File: config.mk
export PLATFORM = sky130hd
export DESIGN_NAME = router_reg_param_flat
export DESIGN_NICKNAME = d
export VERILOG_FILES = /design/src/rtl/router_reg_param_if.sv /design/src/rtl/router_reg_param.sv /design/src/flat_wrapper.sv
export SDC_FILE = /design/constraint.sdc
export NUM_CORES = 1
export LEC_CHECK = 0
export BUFFER_PORTS_ARGS = -buffer_cell sky130_fd_sc_hd__buf_2
export CAP_MARGIN = 20
export CELL_PAD_IN_SITES_DETAIL_PLACEMENT = 0
export CELL_PAD_IN_SITES_GLOBAL_PLACEMENT = 2
export CORE_MARGIN = 5
export CORE_UTILIZATION = 37
export DETAILED_ROUTE_END_ITERATION = 7
export GPL_ROUTABILITY_DRIVEN = 0
export PLACE_DENSITY = 0.93
export RECOVER_POWER = 25
export REMOVE_ABC_BUFFERS = 1
export SLEW_MARGIN = 20
export SYNTH_ARGS = -nofsm -noshare
export SYNTH_HDL_FRONTEND = slang
export SYNTH_SLANG_ARGS = --single-unit
export TNS_END_PERCENT = 100
File: constraint.sdc
create_clock -name clock -period 4.55 [get_ports clock]
set_input_delay 0.2275 -clock clock [delete_from_list [all_inputs] [get_ports clock]]
set_output_delay 0.2275 -clock clock [all_outputs]
set_load 0.01 [all_outputs]
File: src/rtl/router_reg_param_if.sv
// Packet byte stream between the router input, the register stage and the destination FIFOs.
interface router_reg_param_if #(
    parameter int DATA_WIDTH = 8,
    parameter int ADDR_BITS  = 2
);
    logic                  pkt_valid;
    logic [DATA_WIDTH-1:0] data_in;
    logic                  fifo_full;
    logic                  busy;
    logic [DATA_WIDTH-1:0] data_out;
    logic                  write_enb;
    logic [ADDR_BITS-1:0]  dest_addr;
    logic                  header_valid;
    logic                  parity_done;
    logic                  err;
    logic                  len_err;
    logic                  low_packet_valid;

    modport master (
        output pkt_valid, data_in, fifo_full,
        input  busy, data_out, write_enb, dest_addr, header_valid,
               parity_done, err, len_err, low_packet_valid
    );

    modport slave (
        input  pkt_valid, data_in, fifo_full,
        output busy, data_out, write_enb, dest_addr, header_valid,
               parity_done, err, len_err, low_packet_valid
    );
endinterface

File: src/rtl/router_reg_param.sv
// Parametrised router packet register: header decode, FIFO back-pressure hold, parity check.
// Optional payload length check enabled by defining ROUTER_REG_LEN_CHECK_EN.
module router_reg_param #(
    parameter int DATA_WIDTH = 8,
    parameter int ADDR_BITS  = 2,
    parameter int NUM_PORTS  = 3
) (
    input  logic               clock,
    input  logic               reset,
    router_reg_param_if.slave  bus
);
    localparam int LEN_BITS = DATA_WIDTH - ADDR_BITS;

    typedef enum logic [2:0] {
        IDLE,
        LOAD_FIRST,
        LOAD_DATA,
        HOLD,
        CHECK,
        DROP
    } state_t;

    state_t                state;
    logic [DATA_WIDTH-1:0] header_q;
    logic [DATA_WIDTH-1:0] hold_data;
    logic                  hold_is_parity;
    logic [DATA_WIDTH-1:0] internal_parity;
    logic [DATA_WIDTH-1:0] packet_parity;
    logic                  addr_ok;
`ifdef ROUTER_REG_LEN_CHECK_EN
    logic [LEN_BITS-1:0]   count;
`endif

    assign addr_ok = (32'(bus.data_in[ADDR_BITS-1:0]) < $unsigned(NUM_PORTS));

    // busy is registered with the value belonging to the state being entered
    always_ff @(posedge clock) begin
        if (reset) begin
            state                <= IDLE;
            header_q             <= '0;
            hold_data            <= '0;
            hold_is_parity       <= 1'b0;
            internal_parity      <= '0;
            packet_parity        <= '0;
`ifdef ROUTER_REG_LEN_CHECK_EN
            count                <= '0;
`endif
            bus.busy             <= 1'b0;
            bus.data_out         <= '0;
            bus.write_enb        <= 1'b0;
            bus.dest_addr        <= '0;
            bus.header_valid     <= 1'b0;
            bus.parity_done      <= 1'b0;
            bus.err              <= 1'b0;
            bus.len_err          <= 1'b0;
            bus.low_packet_valid <= 1'b0;
        end else begin
            bus.write_enb    <= 1'b0;
            bus.header_valid <= 1'b0;
            case (state)
                IDLE: begin
                    bus.busy <= 1'b0;
                    if (bus.pkt_valid) begin
                        if (addr_ok) begin
                            header_q             <= bus.data_in;
                            bus.dest_addr        <= bus.data_in[ADDR_BITS-1:0];
                            bus.header_valid     <= 1'b1;
                            bus.parity_done      <= 1'b0;
                            bus.err              <= 1'b0;
                            bus.len_err          <= 1'b0;
                            bus.low_packet_valid <= 1'b0;
`ifdef ROUTER_REG_LEN_CHECK_EN
                            count                <= '0;
`endif
                            bus.busy             <= 1'b1;
                            state                <= LOAD_FIRST;
                        end else begin
                            state <= DROP;
                        end
                    end
                end

                LOAD_FIRST: begin
                    bus.data_out    <= header_q;
                    bus.write_enb   <= 1'b1;
                    internal_parity <= header_q;
                    bus.busy        <= 1'b0;
                    state           <= LOAD_DATA;
                end

                LOAD_DATA: begin
                    if (bus.fifo_full) begin
                        hold_data      <= bus.data_in;
                        hold_is_parity <= ~bus.pkt_valid;
                        bus.busy       <= 1'b1;
                        state          <= HOLD;
                    end else if (bus.pkt_valid) begin
                        bus.data_out    <= bus.data_in;
                        bus.write_enb   <= 1'b1;
                        internal_parity <= internal_parity ^ bus.data_in;
`ifdef ROUTER_REG_LEN_CHECK_EN
                        if (count != '1)
                            count <= count + 1'b1;
`endif
                    end else begin
                        bus.data_out         <= bus.data_in;
                        bus.write_enb        <= 1'b1;
                        packet_parity        <= bus.data_in;
                        bus.low_packet_valid <= 1'b1;
                        bus.busy             <= 1'b1;
                        state                <= CHECK;
                    end
                end

                HOLD: begin
                    if (!bus.fifo_full) begin
                        bus.data_out  <= hold_data;
                        bus.write_enb <= 1'b1;
                        if (hold_is_parity) begin
                            packet_parity        <= hold_data;
                            bus.low_packet_valid <= 1'b1;
                            state                <= CHECK;
                        end else begin
                            internal_parity <= internal_parity ^ hold_data;
`ifdef ROUTER_REG_LEN_CHECK_EN
                            if (count != '1)
                                count <= count + 1'b1;
`endif
                            bus.busy <= 1'b0;
                            state    <= LOAD_DATA;
                        end
                    end
                end

                CHECK: begin
                    bus.parity_done <= 1'b1;
                    bus.err         <= (internal_parity != packet_parity);
`ifdef ROUTER_REG_LEN_CHECK_EN
                    bus.len_err     <= (count != header_q[DATA_WIDTH-1:ADDR_BITS]);
`else
                    bus.len_err     <= 1'b0;
`endif
                    bus.busy        <= 1'b0;
                    state           <= IDLE;
                end

                DROP: begin
                    bus.busy <= 1'b0;
                    if (!bus.pkt_valid)
                        state <= IDLE;
                end

                default: begin
                    bus.busy <= 1'b0;
                    state    <= IDLE;
                end
            endcase
        end
    end
endmodule

File: src/flat_wrapper.sv
// flat-port wrapper written by rule: the top's interface ports become plain ports
module router_reg_param_flat 
#(
    parameter int DATA_WIDTH = 8,
    parameter int ADDR_BITS  = 2,
    parameter int NUM_PORTS  = 3
)
  (clock, reset, bus_pkt_valid, bus_data_in, bus_fifo_full, bus_busy, bus_data_out, bus_write_enb, bus_dest_addr, bus_header_valid, bus_parity_done, bus_err, bus_len_err, bus_low_packet_valid);
  router_reg_param_if #(.DATA_WIDTH(DATA_WIDTH), .ADDR_BITS(ADDR_BITS)) bus_i ();
  input  logic clock;
  input  logic reset;
  input wire logic [$bits(bus_i.pkt_valid)-1:0] bus_pkt_valid;
  input wire logic [$bits(bus_i.data_in)-1:0] bus_data_in;
  input wire logic [$bits(bus_i.fifo_full)-1:0] bus_fifo_full;
  output wire logic [$bits(bus_i.busy)-1:0] bus_busy;
  output wire logic [$bits(bus_i.data_out)-1:0] bus_data_out;
  output wire logic [$bits(bus_i.write_enb)-1:0] bus_write_enb;
  output wire logic [$bits(bus_i.dest_addr)-1:0] bus_dest_addr;
  output wire logic [$bits(bus_i.header_valid)-1:0] bus_header_valid;
  output wire logic [$bits(bus_i.parity_done)-1:0] bus_parity_done;
  output wire logic [$bits(bus_i.err)-1:0] bus_err;
  output wire logic [$bits(bus_i.len_err)-1:0] bus_len_err;
  output wire logic [$bits(bus_i.low_packet_valid)-1:0] bus_low_packet_valid;
  assign bus_i.pkt_valid = bus_pkt_valid;
  assign bus_i.data_in = bus_data_in;
  assign bus_i.fifo_full = bus_fifo_full;
  assign bus_busy = bus_i.busy;
  assign bus_data_out = bus_i.data_out;
  assign bus_write_enb = bus_i.write_enb;
  assign bus_dest_addr = bus_i.dest_addr;
  assign bus_header_valid = bus_i.header_valid;
  assign bus_parity_done = bus_i.parity_done;
  assign bus_err = bus_i.err;
  assign bus_len_err = bus_i.len_err;
  assign bus_low_packet_valid = bus_i.low_packet_valid;
  router_reg_param #(.DATA_WIDTH(DATA_WIDTH), .ADDR_BITS(ADDR_BITS), .NUM_PORTS(NUM_PORTS)) u_core (.clock(clock), .reset(reset), .bus(bus_i));
endmodule
; Word level (Yosys, flattened, before mapping)
; Cells that the tools add are included.
[word_totals]
n_memories = 0
ram_bits = 0
inputBits = 12
latchBits = 0
output_inout_bits = 17
wordCells = 91
mem_bits_ro = 0
reg_bits = 53
[classes]
muxes = 39
bitwise_logic = 4
reduce_logical = 16
shifts = 0
n_div = 0
n_mul = 0
add_sub_neg = 0
order_cmp = 1
n_eq_ne = 16
[op_table]
columns = operator, count
row1 = $mux 8, 10
row2 = $pmux 8 s3, 2
row3 = $mux 3, 7
row4 = $pmux 8 s2, 1
row5 = $xor 8x8->8, 2
row6 = $pmux 3 s5, 1
row7 = $ne 2x2->1 const B, 7
row8 = $mux 1, 12
row9 = $reduce_and 3->1, 4
row10 = $reduce_and 5->1, 2
row11 = $ne 8x8->1, 1
row12 = $pmux 1 s2, 4
row13 = $reduce_and 7->1, 1
row14 = $eq 3x2->1 const B, 2
row15 = $eq 3x3->1 const B, 2
row16 = $pmux 1 s3, 2
row17 = $reduce_bool 3->1, 2
row18 = $ne 2x1->1 const B, 2
row19 = $reduce_and 4->1, 1
row20 = $reduce_bool 2->1, 2
row21 = $reduce_or 2->1, 2
row22 = $eq 3x1->1 const B, 1
row23 = $logic_not 3->1, 1
row24 = $ne 3x3->1 const B, 1
row25 = other kinds (3), 4

; Longest topological paths before layout
; Gate-level depths: netlist of the first run.
[logic_depth]
ltp_word = 4
mapped_depth = 6
depth_no_buf = 4

; Worst setup path after synthesis of the first run
; OpenSTA, ideal clock, no wires.
[synth_path]
kind = reg2reg
start = register u_core.state[2]
end = register u_core.packet_parity[7]
arrival_time_ns = 1.448
required_time_ns = 4.471
setup_ns = 0.079
path_buffers = 2
stages_incl_launch_ff = 7
period_less_slack_ns = 1.528
slack_ns = 3.022
path_cell_list = dfxtp_1 nand2b_1 buf_6 a2111oi_4 buf_6 nor2_2 a211oi_2
[synth_between]
elab_chain_cells = 3
elab_cells_between_ends = 9
classes_between = eq/ne: 6 / mux: 1 / reduce/logical: 2
[synth_lines]
columns = element, line
row1 = start: declaration, router_reg_param.sv:23  ; state_t state;
row2 = start signal: assignment, router_reg_param.sv:39  ; state <= IDLE;
row3 = start signal: assignment, router_reg_param.sv:76  ; state <= LOAD_FIRST;
row4 = start signal: assignment, router_reg_param.sv:78  ; state <= DROP;
row5 = $eq 3x2->1, router_reg_param.sv:60  ; case (state)
row6 = $ne 2x1->1 (no source line) (tied with other cells), -
row7 = $reduce_and 5->1 (no source line), -
row8 = end signal: assignment, router_reg_param.sv:108  ; packet_parity <= bus.data_in;
row9 = end signal: assignment, router_reg_param.sv:120  ; packet_parity <= hold_data;
row10 = end: declaration, router_reg_param.sv:28  ; logic [DATA_WIDTH-1:0] packet_parity;
; Parallel ways exist; a longest one is shown, timed or not.
; A chain may end at the register's enable or synchronous reset.

; Worst setup path in the final report of the first run
[layout_path]
start = register u_core.state[1]
end = register u_core.packet_parity[1]
; Same word-level chain as after synthesis.

==> results of run 1 <==
-- per-layer routing --
metal  global-route usage (%)  routed length, um  vias up
met5                        0                  0        -
met4                     3.72                 40        0
met3                     3.42                209        2
met2                     20.2               2480       31
met1                     20.5               2950      923
li1                         -                  -     1029
-- cell type report --
| type | count | area [um^2] | area share, % |
|---|---|---|---|
| Multi-Input combinational cell | 215 | 1280 | 49.2 |
| Sequential cell | 50 | 1000 | 38.4 |
| Timing Repair Buffer | 27 | 115 | 4.42 |
| Tap cell | 77 | 96.3 | 3.70 |
| Clock buffer | 6 | 82.6 | 3.17 |
| Clock inverter | 2 | 16.3 | 0.624 |
| Inverter | 3 | 11.3 | 0.432 |
-- power groups by stage --
| stage | clock (mW) | sequential, mW | combinational, mW |
|---|---|---|---|
| 6_report | 0.282 | 0.497 | 0.170 |
| 5_1_grt | 0.314 | 0.502 | 0.192 |
| 4_1_cts | 0.291 | 0.497 | 0.174 |
| 3_5_place_dp | 0 | 0.507 | 0.174 |
| 3_3_place_gp | 0 | 0.506 | 0.172 |
| 2_1_floorplan | 0 | 0.502 | 0.111 |
-- cell usage in the layout, fill, tap and decap left out, types with 2 or more instances in the layout --
| master | count |
|---|---|
| dfxtp_1 | 50 |
| a21oi_1 | 32 |
| nor2_1 | 31 |
| nand2_1 | 29 |
| o21ai_0 | 28 |
| mux2i_1 | 25 |
| and2_1 | 16 |
| clkbuf_1 | 16 |
| buf_2 | 11 |
| nor3_1 | 9 |
| a211oi_1 | 8 |
| xor2_1 | 6 |
| clkbuf_8 | 6 |
| nor2b_1 | 5 |
| inv_1 | 3 |
| nand3_1 | 2 |
| and3_1 | 2 |
| xnor2_1 | 2 |
| o31ai_1 | 2 |
-- logic make-up after synthesis --
| logic type | after synthesis | share of synthesized area, % |
|---|---|---|
| mux | 25 | 10.4 |
| flops | 50 | 41.5 |
| other cells | 1 | 0.155 |
| xor+xnor | 8 | 2.90 |
| simple gates | 101 | 19.7 |
| compound gates | 80 | 20.0 |
| buf+inv | 26 | 5.39 |
-- critical path: cells and delay by family (launching register included) --
kind | cells | cell delay (ps)
and+or+nand+nor | 2 | 750
AOI/OAI and AO/OA | 2 | 1250
DFF | 1 | 740
-- through the flow --
stage	util (%)	power [mW]
3_3_place_gp	39.8	0.679
5_1_grt	41.0	1.01
6_report	41.0	0.949
4_1_cts	41.3	0.962
3_5_place_dp	39.8	0.681
2_1_floorplan	-	0.613
-- sequential cells by signal, summed over array words and instances (netlist names) --
name / count
u_core.bus.busy: 1
u_core.bus.data_out: 8
u_core.bus.dest_addr: 1
u_core.bus.err: 1
u_core.bus.header_valid: 1
u_core.bus.low_packet_valid: 1
u_core.bus.parity_done: 1
u_core.bus.write_enb: 1
u_core.header_q: 7
u_core.hold_data: 8
u_core.hold_is_parity: 1
u_core.internal_parity: 8
u_core.packet_parity: 8
u_core.state: 3
-- final timing paths --
check	start	end	slack (ps)	cells after the start
max	u_core.state[1]$_SDFFE_PP0P_	u_core.packet_parity[1]$_SDFFE_PP0P_	1710	4
min	bus_data_in[6]	u_core.hold_data[6]$_SDFFE_PP0P_	190	3
max reg2reg	u_core.state[1]$_SDFFE_PP0P_	u_core.packet_parity[1]$_SDFFE_PP0P_	1710	4
min reg2reg	u_core.bus.data_out[0]$_SDFFE_PP0P_	u_core.bus.data_out[0]$_SDFFE_PP0P_	460	2
==> metrics.md, run 1 <==
| Metric | Value |
|---|---|
| Initial antenna violation count | `0` |
| FF+latch count, synth | `50` |
| Data arrival time at the worst-slack endpoint | `a little over 3000 ps` |
| Sequential fraction of the synthesis area | `approximately 41%` |
| Number of standard cells after synthesis | `291` |
| Final Max Slew Viols | `0` |
| Switching Power | `0.294 mW` |
| Worst hold slack after final layout | `191 ps` |
| Worst Setup Path Type | `reg -> reg` |
| Detailed router's first-iteration violation count | `198` |
| Final worst-path cycle share | `62.4%` |
| Number of buffers added by the clock tree synthesis step | `5` |
| Cell Int Power | `0.655 mW` |
| Antenna fix cells | `0` |
| Setup Buffers After CTS | `0` |
| Maximum number of pins on one net before global-route repair | `51` |
| Net count, final | `314` |
| Clk pwr share | `29.7%` |
| Switch share | `31.0%` |
| FFs w/ async S/R, synth | `0%` |
| Number of hold buffers added after CTS | `0` |
| Path type of the worst min-delay path | `in -> reg` |
| Buffer levels on the longest clock path | `2` |
| Input/output buffers | `27` |
| Grt ovf | `0` |
| Maximum frequency from static timing analysis | `0.352 GHz` |
| Highest-delay cell along the critical path | `a2111oi_4` |
| Mapped cell area | `2410 um^2` |
| CTS Root Cell | `clkbuf_8` |
| Starting utilization of the core area | `38.0%` |
| Half-perimeter wire length after placement | `3890 um` |
| Final setup TNS | `0 ps` |
| Core footprint | `between 6000 and 7000 um^2` |
| Detailed-route wire length per cell | `14.9 um` |
| Number of failing hold endpoints at the final stage | `0` |
| Die extent in x | `approximately 91 um` |
| Count of cell types in the netlist | `39` |
| Area fraction of the dominant cell type after synthesis | `~41%` |
| Number of enable flip-flop cells after synthesis | `0` |
| Share of power burned in combinational logic | `between 10% and 20%` |
| Die Span Y | `90.8 um` |
| Synth Flop Type | `dfxtp_1` |
| Area grow syn2layout | `7.93%` |
| Via count of the first global-routing pass | `1,823` |
| Most instantiated library cell after synthesis | `dfxtp_1` |
| Sequential share of power | `52.4%` |
| Count of unresolved DRC violations after routing | `0` |
| H-Tree Level Count | `2` |
| Total number of clock tree sinks | `50` |
| Critical path endpoint category | `register` |
| Top post-synthesis cells by count | `dfxtp_1, a21oi_1, nor2_1` |
| Measured slew at the worst slew-check pin | `957 ps` |
| Layout cells sized above 1 | `~8.3%` |
| Die area | `8240 um^2` |
| Remaining antenna violation count | `0` |
| Number of placed cells counting well taps | `372` |
| Final design area excluding fillers | `2610 um^2` |
| Ys Warns | `0` |
| Post-Syn Area per Cell | `8.29 um^2` |
| Biggest area contributors in the synthesized netlist | `dfxtp_1, mux2i_1, a21oi_1, o21ai_0, nor2_1` |
| Pwr Density | `364 nW/um^2` |
| Length of the first detailed-routing pass in iterations | `4` |
| Count of placed standard cells in the final layout, fillers left out | `380` |
| Aggregate global-route resource usage | `between 10 and 15%` |
| Clock Latency Late Sink | `approximately 300 ps` |
| Delay of the slowest critical-path stage | `1030 ps` |
| FILL cells | `648` |
| Site row count | `29` |
| Worst setup slack after layout | `1710 ps` |
| Leakage power total | `1.00 nW` |
| Wire length after detailed routing | `5680 um` |
| Worst EP required | `4760 ps` |
| Count of boundary I/O pins | `29` |
| Via count | `1,985` |
| First-pass GRT wire length | `roughly 9500 um` |
| Pre-CTS worst setup slack | `roughly 1800 ps` |
| Synth area leader | `dfxtp_1` |
| Placement Cell Area | `2530 um^2` |
| Post-cts repair resize count | `0` |
| Layout Skew | `5.83 ps` |
| VDD IR max | `141 uV` |
| Result of the run | `finished clean` |
| Max-Slew Margin vs Limit | `roughly 36%` |
| Worst-path clk slew | `roughly 100 ps` |
| Minimum clock period | `between 2000 and 3000 ps` |
| Max-Cap Viols | `0` |
| CTS tree | `done` |
| Setup violation total in the final timing report | `0` |
| Setup repair after global routing missed its margin | `false` |
| CP cell instances | `nand2b_1 > a2111oi_4 > nor2_1 > a211oi_1` |
| Via density per instance | `roughly 5.2` |
| Largest fanout on the critical path | `26` |
| Startpoint class of the critical path | `register` |
(Power assumes the default switching activity.)
==> inputs of run 2 (changes only) <==
CORE_UTILIZATION = 31   (was 37)
PLACE_DENSITY = 0.84   (was 0.93)
clock period = 2.3 ns   (was 4.55 ns; I/O delays follow)
==> metrics.md, run 2 (synthesis results as in run 1) <==
| Metric | Value |
|---|---|
| Setup repair after global routing missed its margin | `false` |
| Buffer levels on the longest clock path | `2 (unchanged)` |
| Highest-delay cell along the critical path | `dfxtp_1` |
| Antenna fix cells | `0 (unchanged)` |
| Leakage power total | `1.06 nW (+5.8%)` |
| Count of boundary I/O pins | `29 (unchanged)` |
| Grt ovf | `0 (unchanged)` |
| Site row count | `32 (+10%)` |
| Final Max Slew Viols | `0 (unchanged)` |
| Core footprint | `7650 um^2 (+20%)` |
| CTS Root Cell | `clkbuf_8` |
| Routed length on met3 | `292 um (+40%)` |
| Pre-CTS worst setup slack | `239 ps (-1510 ps)` |
| Input/output buffers | `27 (unchanged)` |
| Pwr Density | `730 nW/um^2 (+100%)` |
| Remaining antenna violation count | `0 (unchanged)` |
| Maximum number of pins on one net before global-route repair | `43 (-16%)` |
| Die extent in x | `98.2 um (+8.2%)` |
| Final design area excluding fillers | `2740 um^2 (+5.0%)` |
| Measured slew at the worst slew-check pin | `814 ps (-143 ps)` |
| First-pass GRT wire length | `10,300 um (+8.7%)` |
| H-Tree Level Count | `2 (unchanged)` |
| Number of hold buffers added after CTS | `0 (unchanged)` |
| Delay of the slowest critical-path stage | `640 ps (-390 ps)` |
| Initial antenna violation count | `0 (unchanged)` |
| Placement Cell Area | `2640 um^2 (+4.5%)` |
| Path type of the worst min-delay path | `in -> reg` |
| Net count, final | `325 (+3.5%)` |
| Layout cells sized above 1 | `11.5% (+3.2 points)` |
| Result of the run | `finished clean` |
| Setup violation total in the final timing report | `0 (unchanged)` |
| Post-cts repair resize count | `0 (unchanged)` |
| Wire length after detailed routing | `6090 um (+7.2%)` |
| Worst Setup Path Type | `reg -> reg` |
| Count of unresolved DRC violations after routing | `0 (unchanged)` |
| Layout Skew | `7.32 ps (+1.49 ps)` |
| Clock Latency Late Sink | `310 ps (about the same)` |
| Final worst-path cycle share | `79.3% (+17 points)` |
| Die Span Y | `98.2 um (+8.2%)` |
| Via count | `2,013 (+1.4%)` |
| Startpoint class of the critical path | `register` |
| Worst setup slack after layout | `476 ps (-1240 ps)` |
| Via count of the first global-routing pass | `1,985 (+8.9%)` |
| CTS tree | `done` |
| Buf/Inv on CP | `1 (+1)` |
| Setup Buffers After CTS | `0 (unchanged)` |
| Detailed-route wire length per cell | `14.6 um (-2.0%)` |
| Largest fanout on the critical path | `17 (-35%)` |
| Cell class contributing the biggest share of worst-path delay | `flip-flops` |
| Final Power | `2.00 mW (+110%)` |
| Total number of clock tree sinks | `50 (unchanged)` |
| Fin util | `35.8% (-5.2 points)` |
| Half-perimeter wire length after placement | `4220 um (+8.6%)` |
| Maximum frequency from static timing analysis | `0.548 GHz (+56%)` |
| Max-Slew Margin vs Limit | `45.7% (+9.5 points)` |
| Worst-path clk slew | `100 ps (about the same)` |
| Die area | `9650 um^2 (+17%)` |
| Most frequent standard cell in the layout excluding fill and tap cells | `dfxtp_1` |
| Data arrival time at the worst-slack endpoint | `2040 ps (-1010 ps)` |
| Via density per instance | `4.84 (-7.4%)` |
| Detailed router's first-iteration violation count | `122 (-38%)` |
| Highest metal used | `met4` |
| CP cell instances | `nand2b_1 > a2111oi_4 > buf_4 > nor2_1 > a211oi_1` |
| Metal2 WL | `2910 um (+17%)` |
| Starting utilization of the core area | `31.6% (-6.4 points)` |
| Wire length on met1 | `2790 um (-5.6%)` |
| Length of the first detailed-routing pass in iterations | `4 (unchanged)` |
| Worst EP required | `2520 ps (-2240 ps)` |
| Aggregate global-route resource usage | `13.2% (-0.80 points)` |
| Max-Cap Viols | `0 (unchanged)` |
| Number of buffers added by the clock tree synthesis step | `5 (unchanged)` |
| Minimum clock period | `1820 ps (-1010 ps)` |
| Number of failing hold endpoints at the final stage | `0 (unchanged)` |
| Critical path endpoint category | `register` |
| Final setup TNS | `0 ps (unchanged)` |
| VDD IR max | `313 uV (+120%)` |
| Area grow syn2layout | `13.4%` |
| Commonest cells after routing, fill and taps aside | `dfxtp_1, a21oi_1, nor2_1, nand2_1, o21ai_0` |
==> run 2: where the power goes <==
part           switching [mW]  total (mW)  internal (mW)
clock network           0.311       0.636          0.325
registers              0.0504       0.968          0.918
logic                   0.236       0.393          0.158
==> run 2: metrics by stage <==
stage / cells / hold WS [ps]
2_1_floorplan: 268 / 180
3_3_place_gp: 408 / 395
3_5_place_dp: 408 / 395
4_1_cts: 416 / 64.1
5_1_grt: 416 / 72.1
6_report: 416 / 70.5
==> run 2: worst register-to-register path, stage by stage, from the launching register on <==
cell and delay [ps]:
dfxtp_1 640, nand2b_1 210, a2111oi_4 350, buf_4 280, nor2_1 60, a211oi_1 210
==> run 2: cell type report <==
type                    instances  area [um^2]
clock inverters                 2         37.5
multi-input cells             215         1290
fillers                       815         4910
flip-flops and latches         50         1000
clock buffers                   6         72.6
inverters                       3         11.3
repair buffers                 38          198
well taps                     102          128
==> run 2: path summary, 6_finish.rpt <==
kind              depth (start not counted)  slack [ps]                                   end                           startpoint
hold reg to reg                           2         460   u_core.bus.data_out[3]$_SDFFE_PP0P_  u_core.bus.data_out[3]$_SDFFE_PP0P_
hold / removal                            3          70      u_core.hold_data[2]$_SDFFE_PP0P_                       bus_data_in[2]
setup / recovery                          5         480  u_core.packet_parity[0]$_SDFFE_PP0P_         u_core.state[1]$_SDFFE_PP0P_
setup reg to reg                          5         480  u_core.packet_parity[0]$_SDFFE_PP0P_         u_core.state[1]$_SDFFE_PP0P_
==> run 2: layer usage <==
layer | vias to the layer above | track usage (%)
met5 | - | 0
met4 | 0 | 4.10
met3 | 8 | 3.57
met2 | 43 | 21.9
met1 | 919 | 16.6
li1 | 1043 | -
